--- config.mk ---
export PLATFORM = sky130hd
export DESIGN_NAME = line_capture
export DESIGN_NICKNAME = d
export VERILOG_FILES = /design/src/rtl/plazer_pkg.sv /design/src/rtl/line_buf.sv /design/src/rtl/line_capture.sv
export SDC_FILE = /design/constraint.sdc
export NUM_CORES = 2
export LEC_CHECK = 0
export CORE_ASPECT_RATIO = 0.7
export CORE_MARGIN = 2
export CORE_UTILIZATION = 60
export DETAILED_ROUTE_END_ITERATION = 8
export HOLD_SLACK_MARGIN = 0.15
export PLACE_DENSITY = 0.82
export SYNTH_ARGS = -nofsm -noshare
export SYNTH_HDL_FRONTEND = slang
export SYNTH_SLANG_ARGS = --single-unit
--- constraint.sdc ---
create_clock -name clk -period 3.05 [get_ports clk]
set_input_delay 0.61 -clock clk [delete_from_list [all_inputs] [get_ports clk]]
set_output_delay 0.61 -clock clk [all_outputs]
set_load 0.02 [all_outputs]
--- src/rtl/plazer_pkg.sv ---
// Shared constants and FSM state type for the line capture block.
package plazer_pkg;
  localparam int LINE_LEN_DEFAULT = 144;
  localparam int WORDS            = LINE_LEN_DEFAULT / 4;
  localparam int ADDR_W           = 11;

  typedef enum logic [2:0] {
    IDLE,
    WAIT_SOF,
    WAIT_LINE,
    CAPTURE,
    WRITE
  } state_t;
endpackage

--- src/rtl/line_buf.sv ---
// One line of 8-bit pixels: byte writes during capture, 32-bit word reads during write-out.
module line_buf #(
  parameter int LINE_LEN = 144,
  parameter int IDX_W    = $clog2(LINE_LEN),
  parameter int K_W      = $clog2(LINE_LEN / 4 + 1)
) (
  input  logic             clk,
  input  logic             we,
  input  logic [IDX_W-1:0] waddr,
  input  logic [7:0]       wdata,
  input  logic [K_W-1:0]   raddr,
  output logic [31:0]      rdata
);
  logic [7:0]       mem [LINE_LEN];
  logic [IDX_W-1:0] base;

  always_ff @(posedge clk)
    if (we) mem[waddr] <= wdata;

  // The word index runs one past the end once the last word is loaded; clamp so the read stays in range.
  always_comb begin
    base = '0;
    if (raddr < K_W'(LINE_LEN / 4)) base = IDX_W'({raddr, 2'b00});
    rdata = {mem[base + IDX_W'(3)], mem[base + IDX_W'(2)], mem[base + IDX_W'(1)], mem[base]};
  end
endmodule

--- src/rtl/line_capture.sv ---
// Captures one selected line of a pixel stream and writes it out over an Avalon-MM master.
module line_capture
  import plazer_pkg::*;
#(
  parameter int LINE_LEN  = LINE_LEN_DEFAULT,
  parameter int BASE_ADDR = 0
) (
  input  logic              clk,
  input  logic              reset,
  input  logic              start,
  input  logic [9:0]        line_sel,
  input  logic              pix_valid,
  input  logic [7:0]        pix_data,
  input  logic              pix_sof,
  input  logic              pix_sol,
  output logic              m_write,
  output logic [ADDR_W-1:0] m_address,
  output logic [3:0]        m_byteenable,
  output logic [31:0]       m_writedata,
  input  logic              m_waitrequest,
  output logic              busy,
  output logic              done,
  output logic              err_short
);
  localparam int NWORDS = LINE_LEN / 4;
  localparam int IDX_W  = $clog2(LINE_LEN);
  localparam int K_W    = $clog2(NWORDS + 1);

  state_t           state, state_nxt;
  logic [9:0]       line_cnt, line_sel_q;
  logic [IDX_W-1:0] pix_idx;
  logic [K_W-1:0]   k;
  logic [IDX_W-1:0] buf_waddr;
  logic [31:0]      buf_rdata;
  logic sof, sol, line_hit, last_pix, acc, acc_last, load_word;
  logic cap_first, cap_next, cap_short;

  assign sof      = pix_valid & pix_sof;
  assign sol      = pix_valid & pix_sol;
  assign line_hit = sol & ~pix_sof & ((line_cnt + 10'd1) == line_sel_q);
  assign last_pix = (pix_idx == IDX_W'(LINE_LEN - 1));
  assign acc      = m_write & ~m_waitrequest;
  assign acc_last = acc & (k == K_W'(NWORDS));
  // A new word is loaded when the bus is empty or the current word is taken this cycle.
  assign load_word = (state == WRITE) & (~m_write | acc) & (k != K_W'(NWORDS));
  assign buf_waddr = cap_first ? '0 : pix_idx;

  assign busy         = (state != IDLE);
  assign m_byteenable = {4{m_write}};

  always_ff @(posedge clk or posedge reset)
    if (reset) state <= IDLE;
    else       state <= state_nxt;

  always_comb begin
    state_nxt = state;
    cap_first = 1'b0;
    cap_next  = 1'b0;
    cap_short = 1'b0;
    case (state)
      IDLE:      if (start && !done) state_nxt = WAIT_SOF;
      WAIT_SOF:  if (sof) begin
                   if (line_sel_q == 10'd0) begin
                     state_nxt = CAPTURE;
                     cap_first = 1'b1;
                   end else state_nxt = WAIT_LINE;
                 end
      WAIT_LINE: if (line_hit) begin
                   state_nxt = CAPTURE;
                   cap_first = 1'b1;
                 end
      CAPTURE:   if (sol) begin
                   state_nxt = IDLE;
                   cap_short = 1'b1;
                 end else if (pix_valid) begin
                   cap_next = 1'b1;
                   if (last_pix) state_nxt = WRITE;
                 end
      WRITE:     if (acc_last) state_nxt = IDLE;
      default:   state_nxt = IDLE;
    endcase
  end

  always_ff @(posedge clk or posedge reset)
    if (reset) begin
      line_cnt    <= '0;
      line_sel_q  <= '0;
      pix_idx     <= '0;
      k           <= '0;
      m_write     <= 1'b0;
      m_address   <= '0;
      m_writedata <= '0;
      done        <= 1'b0;
      err_short   <= 1'b0;
    end else begin
      done <= (state == WRITE) & acc_last;
      if (state == IDLE && start && !done) begin
        line_sel_q <= line_sel;
        err_short  <= 1'b0;
      end
      if (cap_short) err_short <= 1'b1;
      if (sof && (state == WAIT_SOF || state == WAIT_LINE)) line_cnt <= '0;
      else if (state == WAIT_LINE && sol)                   line_cnt <= line_cnt + 10'd1;
      if (cap_first)     pix_idx <= IDX_W'(1);
      else if (cap_next) pix_idx <= pix_idx + IDX_W'(1);
      if (state != WRITE) k <= '0;
      if (load_word) begin
        m_write     <= 1'b1;
        m_address   <= ADDR_W'(BASE_ADDR + 4 * int'(k));
        m_writedata <= buf_rdata;
        k           <= k + K_W'(1);
      end else if (acc) m_write <= 1'b0;
    end

  line_buf #(.LINE_LEN(LINE_LEN), .IDX_W(IDX_W), .K_W(K_W)) u_buf (
    .clk   (clk),
    .we    (cap_first | cap_next),
    .waddr (buf_waddr),
    .wdata (pix_data),
    .raddr (k),
    .rdata (buf_rdata)
  );
endmodule
* Yosys cells after proc, flatten, opt, wreduce, memory -nomap -nowiden *
Memory sizes are Yosys's and may differ from the RTL's. A register that Yosys moved wholly into a read port is not among the register bits.
Cells that the tools add are included.

cells by class
  add/sub/neg operators = 6
  $mul = 0
  divide/modulo/power cells = 0
  magnitude comparators = 1
  equality and inequality tests = 15
  shift operators = 0
  muxes and demuxes = 32
  bitwise operators = 14
  reductions and logical operators = 16

operators by type and width
  operator                                                               count
  8-bit two-way mux                                                      4
  3-bit two-way mux                                                      7
  10-bit two-way mux                                                     2
  8-bit by 1-bit adder with 8-bit output, second input constant          2
  8-bit by 2-bit adder with 8-bit output, second input constant          2
  1-bit two-way mux                                                      15
  3-bit one-hot mux with 5 select lines                                  1
  6-bit two-way mux                                                      2
  10-bit by 1-bit adder with 10-bit output, second input constant        1
  10-bit equality test                                                   1
  10-bit zero test                                                       1
  2-bit nonzero test                                                     5
  1-bit AND                                                              9
  3-bit inequality test, second input constant                           3
  8-bit equality test, second input constant                             1
  2-bit inequality test, second input constant                           4
  6-bit by 1-bit adder with 6-bit output, second input constant          1
  3-bit by 2-bit equality test with 1-bit output, second input constant  2
  6-bit equality test, second input constant                             1
  6-bit less-than comparator, second input constant                      1
  6-bit inequality test, second input constant                           1
  6-bit AND reduction                                                    1
  1-bit logical AND                                                      5
  3-bit by 1-bit equality test with 1-bit output, second input constant  1
  8 further kinds                                                        11

storage, ports and cells
  flip-flop bits (word level) = 46
  bits in latches = 0
  bits in writable memories = 1152
  ROM bits = 0
  memories kept = 1

memories
  name       words  width  rd ports  clocked after memory_dff  wr ports  line            text
  u_buf.mem  144    8      4         4                         1         line_buf.sv:14  logic [7:0] mem [LINE_LEN];

* Depth between registers and ports, before layout *
  depth in word-level cells = 8
  depth in mapped cells = 12

* Modules after synthesis *
From an unflattened synthesis, not the netlist that was laid out.

second synthesis, totals
  cells, all modules = 3504
  area, all modules = 50651.1 um^2

modules (own cells, without submodules)
  module        instances  cells an instance  area each (um^2)
  line_buf      1          3177               46834.9
  line_capture  1          327                3816.2

* Least setup slack after synthesis *
No wires, ideal clock.

  kind = flip-flop to flip-flop
  from = register line_cnt[0]
  to = memory u_buf.mem[1][0], enable pin
  library setup time = 0.370 ns
  arrival = 2.303 ns
  required time = 2.680 ns
  path slack = 0.377 ns
  cell stages (with the launch flop) = 8
  path buffers = 0
  period minus slack after synthesis = 2.673 ns
  cell sequence = dfrtp_1 > ha_1 > inv_1 > nor4b_2 > o2111ai_1 > o41ai_4 > nor2_2 > nor2_1

on the way
  word-level cells in the longest chain between the ends = 8
  elaborated cells on any way between the ends = 9

RTL lines
  what                                          line                 text
  start, declared                               line_capture.sv:30   logic [9:0] line_cnt, line_sel_q;
  start signal, assigned                        line_capture.sv:103  else if (state == WAIT_LINE && sol) line_cnt <= line_cnt + 10'd1;
  10-bit by 1-bit adder with 10-bit output (*)  line_capture.sv:40   assign line_hit = sol & ~pix_sof & ((line_cnt + 10'd1) == line_sel_q);
  10-bit equality test (*)                      line_capture.sv:40
  1-bit AND (*)                                 line_capture.sv:40
  1-bit two-way mux (*)                         line_capture.sv:68   WAIT_LINE: if (line_hit) begin
  1-bit one-hot mux with 2 select lines (*)     line_capture.sv:60   case (state)
  1-bit bitwise OR                              line_capture.sv:117  .we (cap_first | cap_next),
  1-bit two-way mux                             line_buf.sv:18       if (we) mem[waddr] <= wdata;
  1-bit two-way mux (not written as such)       line_buf.sv:18
  end, declared                                 line_buf.sv:14

Every way passes the cells marked *; elsewhere a longest branch is shown, timed or not.

* Final worst setup path *
  from = register k[3]
  to = register m_writedata[15] (read register of u_buf.mem)

on the way
  word-level cells in the longest chain between the ends = 3
  elaborated cells on any way between the ends = 5

RTL lines
  what                                    line                 text
  start, declared                         line_capture.sv:32   logic [K_W-1:0] k;
  start signal, assigned                  line_capture.sv:111  k <= k + K_W'(1);
  6-bit less-than comparator              line_buf.sv:23       if (raddr < K_W'(LINE_LEN / 4)) base = IDX_W'({raddr, 2'b00});
  8-bit two-way mux                       line_buf.sv:23
  8-bit by 1-bit adder with 8-bit output  line_buf.sv:24       rdata = {mem[base + IDX_W'(3)], mem[base + IDX_W'(2)], mem[base + IDX_W'(1)], mem[base]};
  end, declared                           line_capture.sv:19   output logic [31:0] m_writedata,

Parallel ways exist; a longest one is shown, timed or not.
A chain may end at the register's enable or synchronous reset.

==> impl_metrics.py <==
metrics = {
    "die": {
        "core_area_mm2": 0.08247,
        "dieHeight_um": 245.5,
        "num_rows": 88,
        "io_pins": 76,
        "start_util": 0.6064,
        "fp.dieW_um": 349.1,
        "die_area_mm2": 0.08571,
    },
    "sta": {
        "finalMaxSlewViolations": 0,
        "min_period_ns": 3.132,
        "max_slew_margin": 0.4306,
        "hold_violations": 0,
        "fin_skew_ns": 0.05024,
        "tightest_slew_ns": 0.8540,
        "grt_setup_unrepaired": "no",
        "fin_crit_sh": 1.027,
        "setup_viol": 1,
        "fmax_mhz": 319.3,
        "setup_ws_ns": -0.08175,
    },
    "worst_setup_path": {
        "critPathArrivalTime_ns": 3.73,
        "rr_worst_depth": 8,
        "end_kind": "flip-flop",
        "cp_data_required_time_ns": 3.65,
        "cp_cell_sequence": "buf_4 -> o31a_2 -> nor2_4 -> buf_12 -> a221oi_1 -> o32ai_1 -> nand3_1 -> a41o_1",
        "cp_slowest_cell": "o32ai_1",
        "slowest_delay_ns": 0.66,
        "worst-path-max-fanout": 24,
        "critPathLaunchType": "flip-flop",
        "worstSetupPathType": "reg -> reg",
    },
    "final_layout": {
        "final_cell_mix": "1,152 x edfxtp_1, 309 x buf_4, 262 x nor2_1",
        "layout_commonest_cell": "edfxtp_1",
        "post-route-util": 0.6989,
        "multi_input_area_mm2": 0.01233,
        "area_growth_pct": 15.26,
        "fin_nets": 3668,
        "fillCellCount": 4943,
        "register_area_mm2": 0.03655,
        "drive_above_1_share": 0.1661,
    },
    "detailed_routing": {
        "drt_pass1_iterations": 6,
        "wl_met1_um": 52520,
        "postRouteWirelength_um": 145800,
        "wl_met3_um": 26320,
        "drc_errors": 0,
        "wl_per_cell_um": 30.28,
        "highest_layer": "met5",
        "ant_nets": 0,
        "wl_met2_um": 62670,
        "via_per_inst": 7.064,
        "via_count": 34010,
        "first_iter_violations": 6179,
    },
    "global_route": {
        "grt_pass1_vias": 32010,
        "grt_util_all_layers": 0.3377,
        "grt_max_degree": 127,
        "antenna_found_initial": 5,
        "grt_pass1_wl_um": 212400,
        "grt-ovfl-total": 0,
    },
    "synthesis": {
        "syn_avg_cell_area_um2": 14.77,
        "synth_area_mm2": 0.05001,
        "synth-edff-count": 1152,
        "netlist_top_cells_area": "edfxtp_1 69%, dfrtp_1 3.9%, mux2i_1 3.9%",
        "seq_area_frac_synth": 0.7308,
        "synth_ff_type": "edfxtp_1",
        "synth_cell_types": 76,
        "synth_warnings": 0,
        "yosysTopAreaCell": "edfxtp_1",
        "synth_top_area_share": 0.6917,
        "synthArstFlopShare": 0.06341,
        "synthCells": 3386,
        "ys_seq_elements": 1230,
    },
    "placement": {
        "port_buffers": 70,
        "place_hpwl_um": 91180,
        "gp_congestion": 0.9311,
    },
    "power_and_ir_drop": {
        "fin_total_pwr_mw": 36.89,
        "p_leak_nw": 18.79,
        "peakVddDrop_v": 0.0005842,
        "powerDensity_mw_per_mm2": 640.0,
    },
    "clocking": {
        "cts_made_buffers": 109,
        "htree_levels": 3,
        "clock_latency_ns": 0.72,
        "clockBufferDepth": 3,
        "cts_tree": "done",
        "cts_sinks": 1230,
        "path_clk_slew_ns": 0.07,
        "cts-root-buf": "clkbuf_16",
    },
    "status": {
        "status": "finished, violations left",
        "violations": "setup timing",
    },
    "run": {
        "max-cap-violations": 0,
    },
    "hold_path": {
        "min_path_type": "in -> async",
    },
}
==> logic make-up after synthesis <==
kind of cell	Yosys count	synth area share
AOI/OAI and AO/OA	887	0.1228
xor gates and xnor gates	25	0.004679
adders and majority gates	4	0.001001
buffers and inverters	284	0.02552
DFF	1230	0.7308
muxes	238	0.04874
other	1	0.00007499
and+or+nand+nor	717	0.06640
==> cell type report <==
type,instances,area share
diodes,2,0.00008683
clock buffers,133,0.04923
clock inverters,72,0.01298
inverters,9,0.0006078
multi-input cells,1876,0.2139
flip-flops and latches,1230,0.6341
well taps,1080,0.02344
repair buffers,413,0.06560
==> state kept, by name, summed over array words and instances (netlist names) <==
register,cells
done,1
err_short,1
k,6
line_cnt,10
line_sel_q,10
m_address,6
m_write,1
m_writedata,32
pix_idx,8
state,3
u_buf.mem,1152
==> per-stage QoR <==
| stage | setup WS [ns] | std cells | hold WS (ns) | area [um2] | setup TNS (ns) |
|---|---|---|---|---|---|
| floorplan | 0.3766 | 3390 | 0.5011 | 50020 | 0 |
| global placement | 0.002368 | 4608 | 0.4737 | 54000 | 0 |
| detailed placement | -0.005186 | 4608 | 0.4745 | 54000 | -0.04050 |
| CTS | 0.07984 | 4813 | 0.1923 | 57580 | 0 |
| global route | 0.006417 | 4813 | 0.2133 | 57640 | 0 |
| finish | -0.08175 | 4815 | 0.2086 | 57640 | -0.08175 |
==> synth_stat cells (all sizes together) (5+ instances only) <==
master	n
o221ai	98
a211oi	31
a21oi	167
buf	112
nand3	95
o32ai	30
a221oi	92
edfxtp	1152
mux2i	194
mux2	44
o2111ai	5
a31oi	9
a41o	30
o21ai	240
o31ai	6
or2	11
a32oi	31
o311ai	31
nor4	6
nor3	21
nand2	173
dfrtp	78
or3	65
xnor2	10
clkbuf	163
nand4	8
inv	8
and3	31
o22ai	66
xor2	14
nand2b	10
nor2b	12
nor2	269
a22o	33
==> worst paths after layout <==
kind	startpoint	end	slack, ns
setup / recovery	k[3]	m_writedata[15]	-0.08
hold reg to reg	m_address[6]	m_address[6]	0.53
setup reg to reg	k[3]	m_writedata[15]	-0.08
min in group clk	pix_data[5]	u_buf.mem[47][5]	0.22
hold / removal	reset	line_sel_q[0]	0.21
max in group asynchronous	reset	m_writedata[31]	2.17
==> worst max-delay path: cells and delay by family, from the launching register on <==
| family | cells | cell delay, ns |
|---|---|---|
| AND/OR/NAND/NOR | 2 | 0.67 |
| flip-flops | 1 | 0.45 |
| AO/OA/AOI/OAI | 4 | 1.47 |
| buffers and inverters | 2 | 0.40 |
==> timing repair <==
item	4_1_cts	5_1_grt
setup endpoints to repair	0	105
gates resized for setup	0	10
buffers inserted	0	0
hold buffers	0	0
==> per-layer routing <==
layer / track usage / vias up
met5: 0 / -
met4: 0.09394 / 8
met3: 0.1407 / 386
met2: 0.4819 / 3106
met1: 0.4797 / 16550
li1: - / 13960
==> power by group <==
part / switching, mW / internal (mW)
clock network: 6.32 / 7.56
registers: 0.577 / 18.8
logic: 2.27 / 1.36
total: 9.16 / 27.7
Power figures use the tool's default switching activity.
